[config.mk]
export PLATFORM = sky130hd
export DESIGN_NAME = riscv_l1d_port_arbiter
export DESIGN_NICKNAME = d
export VERILOG_FILES = /design/src/rtl/riscv_l1_arb_pkg.sv /design/src/rtl/riscv_l1_arb_pick.sv /design/src/rtl/riscv_l1d_port_arbiter.sv
export SDC_FILE = /design/constraint.sdc
export NUM_CORES = 1
export LEC_CHECK = 0
export ABC_AREA = 0
export CAP_MARGIN = 20
export CORE_ASPECT_RATIO = 0.9
export CORE_MARGIN = 4
export CORE_UTILIZATION = 35
export DETAILED_ROUTE_END_ITERATION = 6
export PLACE_DENSITY = 0.79
export SLEW_MARGIN = 20
export SYNTH_ARGS = -nofsm -noshare
export SYNTH_HDL_FRONTEND = slang
export SYNTH_SLANG_ARGS = --single-unit
[constraint.sdc]
create_clock -name clk -period 2.5 [get_ports clk]
set_input_delay 0.25 -clock clk [delete_from_list [all_inputs] [get_ports clk]]
set_output_delay 0.25 -clock clk [all_outputs]
set_load 0.01 [all_outputs]
[src/rtl/riscv_l1_arb_pkg.sv]
// Shared types for the L1 data-cache port arbiter: FSM states, requester ids
// and the latched request record.
package riscv_l1_arb_pkg;

  localparam int CNT_W   = 4;
  localparam int N_PORTS = 2;

  typedef enum logic {
    IDLE = 1'b0,
    BUSY = 1'b1
  } arb_state_e;

  typedef enum logic {
    PORT_MEM = 1'b0,
    PORT_AUX = 1'b1
  } arb_port_e;

  typedef struct packed {
    logic        we;
    logic [31:0] addr;
    logic [31:0] wdata;
  } l1_req_t;

endpackage

[src/rtl/riscv_l1_arb_pick.sv]
// Combinational winner select: memory stage has priority unless the aux
// requester has waited through STARVE_LIMIT consecutive memory-stage grants.
module riscv_l1_arb_pick
  import riscv_l1_arb_pkg::*;
#(
  parameter int STARVE_LIMIT = 4
) (
  input  logic             launch,
  input  logic [1:0]       valid,
  input  logic [CNT_W-1:0] starve_cnt,
  output logic [1:0]       grant
);

  localparam logic [CNT_W-1:0] LIMIT = CNT_W'(STARVE_LIMIT);

  logic starved;
  assign starved = (starve_cnt == LIMIT);

  always_comb begin
    grant = '0;
    if (launch) begin
      if (valid[PORT_AUX] && (!valid[PORT_MEM] || starved)) begin
        grant[PORT_AUX] = 1'b1;
      end else if (valid[PORT_MEM]) begin
        grant[PORT_MEM] = 1'b1;
      end
    end
  end

endmodule

[src/rtl/riscv_l1d_port_arbiter.sv]
// Two-requester arbiter for the single L1 data-cache port: latches one request,
// holds the command until l1_ready, and returns a registered done pulse.
module riscv_l1d_port_arbiter
  import riscv_l1_arb_pkg::*;
#(
  parameter int STARVE_LIMIT = 4
) (
  input  logic        clk,
  input  logic        rst_n,
  input  logic        req0_valid,
  input  logic        req0_we,
  input  logic [31:0] req0_addr,
  input  logic [31:0] req0_wdata,
  input  logic        req1_valid,
  input  logic        req1_we,
  input  logic [31:0] req1_addr,
  input  logic [31:0] req1_wdata,
  output logic        req0_grant,
  output logic        req1_grant,
  output logic        req0_done,
  output logic        req1_done,
  output logic [31:0] rsp_rdata,
  output logic [31:0] l1_addr,
  output logic        l1_read,
  output logic        l1_write,
  output logic [31:0] l1_wdata,
  input  logic [31:0] l1_rdata,
  input  logic        l1_ready,
  output logic        busy
);

  if ((STARVE_LIMIT < 1) || (STARVE_LIMIT > 15)) begin : g_bad_limit
    $error("STARVE_LIMIT must be in 1..15");
  end

  localparam logic [CNT_W-1:0] LIMIT = CNT_W'(STARVE_LIMIT);

  arb_state_e         state_reg;
  logic [CNT_W-1:0]   starve_cnt_reg;
  logic               l1_read_reg;
  logic               l1_write_reg;
  logic [N_PORTS-1:0] done_reg;
  logic [N_PORTS-1:0] done_next;
  l1_req_t            req_lat_reg;
  l1_req_t            req_sel;
  arb_port_e          owner_reg;
  logic [31:0]        rsp_rdata_reg;
  logic               launch;
  logic               complete;
  logic [1:0]         grant;

  // A completing transaction frees the port in the same cycle, so the next
  // request can launch without a bubble.
  assign complete = (state_reg == BUSY) && l1_ready;
  assign launch   = (state_reg == IDLE) || l1_ready;

  riscv_l1_arb_pick #(
    .STARVE_LIMIT(STARVE_LIMIT)
  ) u_pick (
    .launch    (launch),
    .valid     ({req1_valid, req0_valid}),
    .starve_cnt(starve_cnt_reg),
    .grant     (grant)
  );

  always_comb begin
    if (grant[PORT_AUX]) begin
      req_sel.we    = req1_we;
      req_sel.addr  = req1_addr;
      req_sel.wdata = req1_wdata;
    end else begin
      req_sel.we    = req0_we;
      req_sel.addr  = req0_addr;
      req_sel.wdata = req0_wdata;
    end
  end

  for (genvar gi = 0; gi < N_PORTS; gi++) begin : g_done
    assign done_next[gi] = complete && (owner_reg == ((gi == 0) ? PORT_MEM : PORT_AUX));
  end

  always_ff @(posedge clk or negedge rst_n) begin
    if (!rst_n) begin
      state_reg      <= IDLE;
      l1_read_reg    <= 1'b0;
      l1_write_reg   <= 1'b0;
      done_reg       <= '0;
      starve_cnt_reg <= '0;
    end else begin
      done_reg <= done_next;

      if (|grant) begin
        state_reg    <= BUSY;
        l1_read_reg  <= !req_sel.we;
        l1_write_reg <= req_sel.we;
      end else if (launch) begin
        state_reg    <= IDLE;
        l1_read_reg  <= 1'b0;
        l1_write_reg <= 1'b0;
      end

      // Counts only memory-stage wins that actually made the aux side wait.
      if (grant[PORT_AUX]) begin
        starve_cnt_reg <= '0;
      end else if (grant[PORT_MEM]) begin
        if (!req1_valid) begin
          starve_cnt_reg <= '0;
        end else if (starve_cnt_reg != LIMIT) begin
          starve_cnt_reg <= starve_cnt_reg + 1'b1;
        end
      end
    end
  end

  // Datapath carries no reset; it is only meaningful alongside the strobes.
  always_ff @(posedge clk) begin
    if (|grant) begin
      req_lat_reg <= req_sel;
      owner_reg   <= grant[PORT_AUX] ? PORT_AUX : PORT_MEM;
    end
    if (complete && !req_lat_reg.we) begin
      rsp_rdata_reg <= l1_rdata;
    end
  end

  assign req0_grant = grant[PORT_MEM];
  assign req1_grant = grant[PORT_AUX];
  assign req0_done  = done_reg[PORT_MEM];
  assign req1_done  = done_reg[PORT_AUX];
  assign rsp_rdata  = rsp_rdata_reg;
  assign l1_addr    = req_lat_reg.addr;
  assign l1_wdata   = req_lat_reg.wdata;
  assign l1_read    = l1_read_reg;
  assign l1_write   = l1_write_reg;
  assign busy       = (state_reg == BUSY);

  // A pending request must stay valid with stable fields until it is granted.
  a_req0_hold: assert property (@(posedge clk) disable iff (!rst_n)
    (req0_valid && !req0_grant) |=> (req0_valid && $stable({req0_we, req0_addr, req0_wdata})));
  a_req1_hold: assert property (@(posedge clk) disable iff (!rst_n)
    (req1_valid && !req1_grant) |=> (req1_valid && $stable({req1_we, req1_addr, req1_wdata})));
  a_strobe_excl: assert property (@(posedge clk) disable iff (!rst_n)
    !(l1_read_reg && l1_write_reg));

endmodule

==> impl_results.rst <==
.. list-table::
   :header-rows: 1

   * - Metric
     - Value
   * - Hold/Removal Path Class
     - primary input to asynchronous set/reset pin
   * - Sum of negative setup slack
     - 0 ns
   * - First-pass GRT wire length
     - ~18000 um
   * - Last weighted congestion value of the routability-driven placer
     - 0.792
   * - Final layout net count
     - between 600 and 700
   * - Port-buffer cells
     - 269
   * - Clock-pin slew reported for the worst setup and hold paths after clock tree synthesis
     - ~0.07 ns
   * - Ratio of total power to cell area
     - 579 mW/mm^2
   * - Avg Cell Area, Syn
     - approximately 17 um^2
   * - Residual DRC
     - 0
   * - Critical path required time
     - approximately 2.3 ns
   * - Final count of pins violating max slew
     - 0
   * - Final Routed Wirelength
     - between 10000 and 15000 um
   * - Main combinational cell family by area after synthesis
     - multiplexers
   * - Final Skew
     - 0.00696 ns
   * - HPWL Detailed
     - 9130 um
   * - Root buffer selected by CTS
     - clkbuf_16
   * - RSZ-0062 raised after global routing
     - no
   * - Detailed-router iteration count before antenna repair
     - 4
   * - Final antenna diode count
     - 0
   * - Synthesized-area fraction occupied by xor and xnor cells
     - 0
   * - Maximum buffer depth of the clock tree
     - 2
   * - Final setup margin
     - between 0.2 and 0.3 ns
   * - Final clock period utilization by the worst path
     - 0.892
   * - Number of buffers added to fix hold violations after cts
     - 0
   * - Sequential group share of total power
     - 0.496
   * - Fraction of the mapped netlist area in adder cells
     - 0.00513
   * - Count of different cell masters after synthesis
     - 26
   * - Transition time at the pin with the least slew margin
     - 0.557 ns
   * - Critical Setup Path Class
     - flip-flop to output port
   * - Fraction of power consumed by combinational cells
     - 0.201
   * - Leak Pwr
     - 0.00277 uW
   * - FMAX
     - 0.449 GHz
   * - Avg Vias per Cell
     - between 4 and 5
   * - Largest net degree at the start of global routing
     - between 40 and 50
   * - Global Route Usage Sum
     - 0.145
   * - Sequential share of the synthesized area
     - 0.649
   * - Die outline area
     - 0.0159 mm^2
   * - Met1 global-route usage
     - 0.159
   * - Final antenna-violating net count
     - 0
   * - Worst EP arrival
     - 1.98 ns
   * - Congestion Overflow GR
     - 0
   * - Clock H-tree levels
     - 3
   * - Tmin final
     - 2.23 ns
   * - Std-Cell Core Area
     - between 0.01 and 0.015 mm^2
   * - Maximum fanout count along the critical path
     - 4
   * - Max transition margin
     - 0.625
   * - Post-Place Worst Slack
     - between 0.1 and 0.15 ns
   * - Placed Cells incl. Taps
     - ~660
   * - Nature of the critical path startpoint
     - flip-flop
   * - Final setup viols
     - 0
   * - Top library cells by usage in the layout, fill and taps aside
     - clkdlybuf4s50_1, edfxtp_1, mux2_4, mux2_2
   * - Share of layout cells above drive strength 1
     - 0.185
   * - Number of standard-cell rows in the floorplan
     - 40
   * - Horizontal extent of the die
     - 132 um
   * - Layout Cells excl Fill
     - 672
   * - Cell internal pwr
     - between 3000 and 4000 uW
   * - CTS tree
     - yes
   * - Clock Sinks
     - 107
   * - Final hold violation count
     - 0
   * - Routing usage on met3
     - 0.0516
   * - Vias in the first global route
     - around 3300
   * - Proportion of total power due to net switching
     - 0.227
   * - Worst vdd ir
     - 0.000287 V
   * - Commonest non-fill, non-tap cell in the layout
     - clkdlybuf4s50_1
   * - Run status
     - complete, no violations
   * - Final cell area excluding filler cells
     - 0.00756 mm^2
   * - Global Route met2 Usage
     - 0.247
   * - Die Y-Extent
     - between 100 and 150 um
   * - Post-CTS setup buffers
     - 0
   * - Layer with the highest usage after global routing
     - met2
   * - Simple-gate share of the synthesized area
     - 0.0213
   * - Clock power frac
     - 0.303
   * - Area grow syn2layout
     - 54.8%
   * - Synth warnings
     - 0
   * - Insertion delay of the later-clocked pin in the worst-skew pair
     - about 0.34 ns
   * - Number of DRC markers after the initial detailed-route iteration
     - 123
   * - Cell taking the most area after synthesis
     - edfxtp_1
   * - Cell area after synthesis
     - 0.00488 mm^2
   * - Gate count after technology mapping
     - roughly 280
   * - Fill count
     - between 1000 and 1500
   * - Clock buffer count from CTS
     - 9
   * - Fraction of synthesized area in multiplexers
     - 0.182
   * - Net switching power
     - a little under 1000 uW
   * - Cells taking the most area after synthesis
     - edfxtp_1, mux2_4, buf_4, mux2_2, dfrtp_1
   * - Total cell area at the placement stage
     - slightly above 0.007 mm^2
   * - Worst Setup End Kind
     - output port
   * - Initial core utilization
     - 0.361
   * - Area fraction in compound gates after synthesis
     - 0.0177
   * - Detailed-route wire length per cell
     - 17.3 um
   * - Initial antenna violation count
     - 0
   * - Synth Net Count
     - 452
   * - Area share of the largest cell type after synthesis
     - 0.603
   * - Number of flip-flops and latches in the synthesized netlist
     - 107
   * - Routed via count
     - slightly above 3000
   * - I/O Pins
     - 270
   * - MaxCap Viol Count
     - 0
-- synth_stat cells --
master,count
nand2b_1,1
and2b_1,1
o22ai_1,2
dfrtp_1,9
a21oi_1,2
mux2_4,39
a211oi_1,1
buf_8,1
and3_1,1
nand3_1,2
mux2_2,27
nand2_1,7
edfxtp_1,98
nor3_1,2
inv_1,5
a32oi_1,1
ha_1,2
buf_4,66
nor2_4,1
buf_12,4
a2bb2oi_1,1
a21o_1,1
nor2_1,3
a21boi_2,1
nand4b_2,1
o21ai_0,4
-- repair_timing --
| action | in CTS | in global routing |
|---|---|---|
| endpoints found under the setup margin | 0 | 1 |
| endpoints found under the hold margin | 0 | 0 |
| gates resized for setup | 0 | 1 |
-- power groups by stage --
stage | clock, uW | sequential (uW) | combinational, uW
global placement | 0 | 2210 | 872
detailed placement | 0 | 2210 | 890
finish | 1330 | 2170 | 879
global route | 1460 | 2180 | 934
CTS | 1370 | 2170 | 894
floorplan | 0 | 2220 | 443
-- worst max-delay path, cell delays in order, from the launching register on --
cell	delay, ns
dfrtp_1	0.37
inv_1	0.08
ha_1	0.21
nand4b_2	0.13
o21ai_0	0.12
nor3_1	0.15
clkdlybuf4s50_1	0.58
-- cell families after synthesis --
kind of cell	Yosys count
adders and majority gates	2
buffers and inverters	76
and+or+nand+nor	19
DFF	107
muxes	66
AOI/OAI and AO/OA	13
-- final timing paths --
path	slack [ns]	start	to	depth (start not counted)
setup / recovery	0.27	starve_cnt_reg[0]$_DFFE_PN0P_	req0_grant	6
hold / removal	0.22	rst_n	starve_cnt_reg[3]$_DFFE_PN0P_	1
setup reg to reg	0.32	starve_cnt_reg[0]$_DFFE_PN0P_	l1_wdata[0]$_DFFE_PP_	7
hold reg to reg	0.44	owner_reg$_DFFE_PP_	done_reg[0]$_DFF_PN0_	1
max in group asynchronous	1.97	rst_n	done_reg[1]$_DFF_PN0_	1
min in group clk	0.44	owner_reg$_DFFE_PP_	done_reg[0]$_DFF_PN0_	1
-- layer usage --
layer  wire length (um)  part of all wire
met4                419             0.036
met3                997             0.086
met2               5880              0.51
met1               4320              0.37
met5                  0                 0
-- cell type report --
class	instances	area, um^2	area share
Inverter	5	22.5	0.00298
Multi-Input combinational cell	100	1110	0.146
Clock inverter	7	52.6	0.00695
Sequential cell	107	3170	0.419
Timing Repair Buffer	276	2770	0.367
Tap cell	168	210	0.0278
Clock buffer	9	225	0.0298
-- stage by stage --
step	total power [uW]	utilization	hold slack, ns
3_3_place_gp	3080	0.539	0.407
4_1_cts	4440	0.559	0.228
5_1_grt	4580	0.559	0.260
2_1_floorplan	2660	-	-0.0456
3_5_place_dp	3100	0.539	0.432
6_report	4380	0.559	0.221
Power figures use the tool's default switching activity.
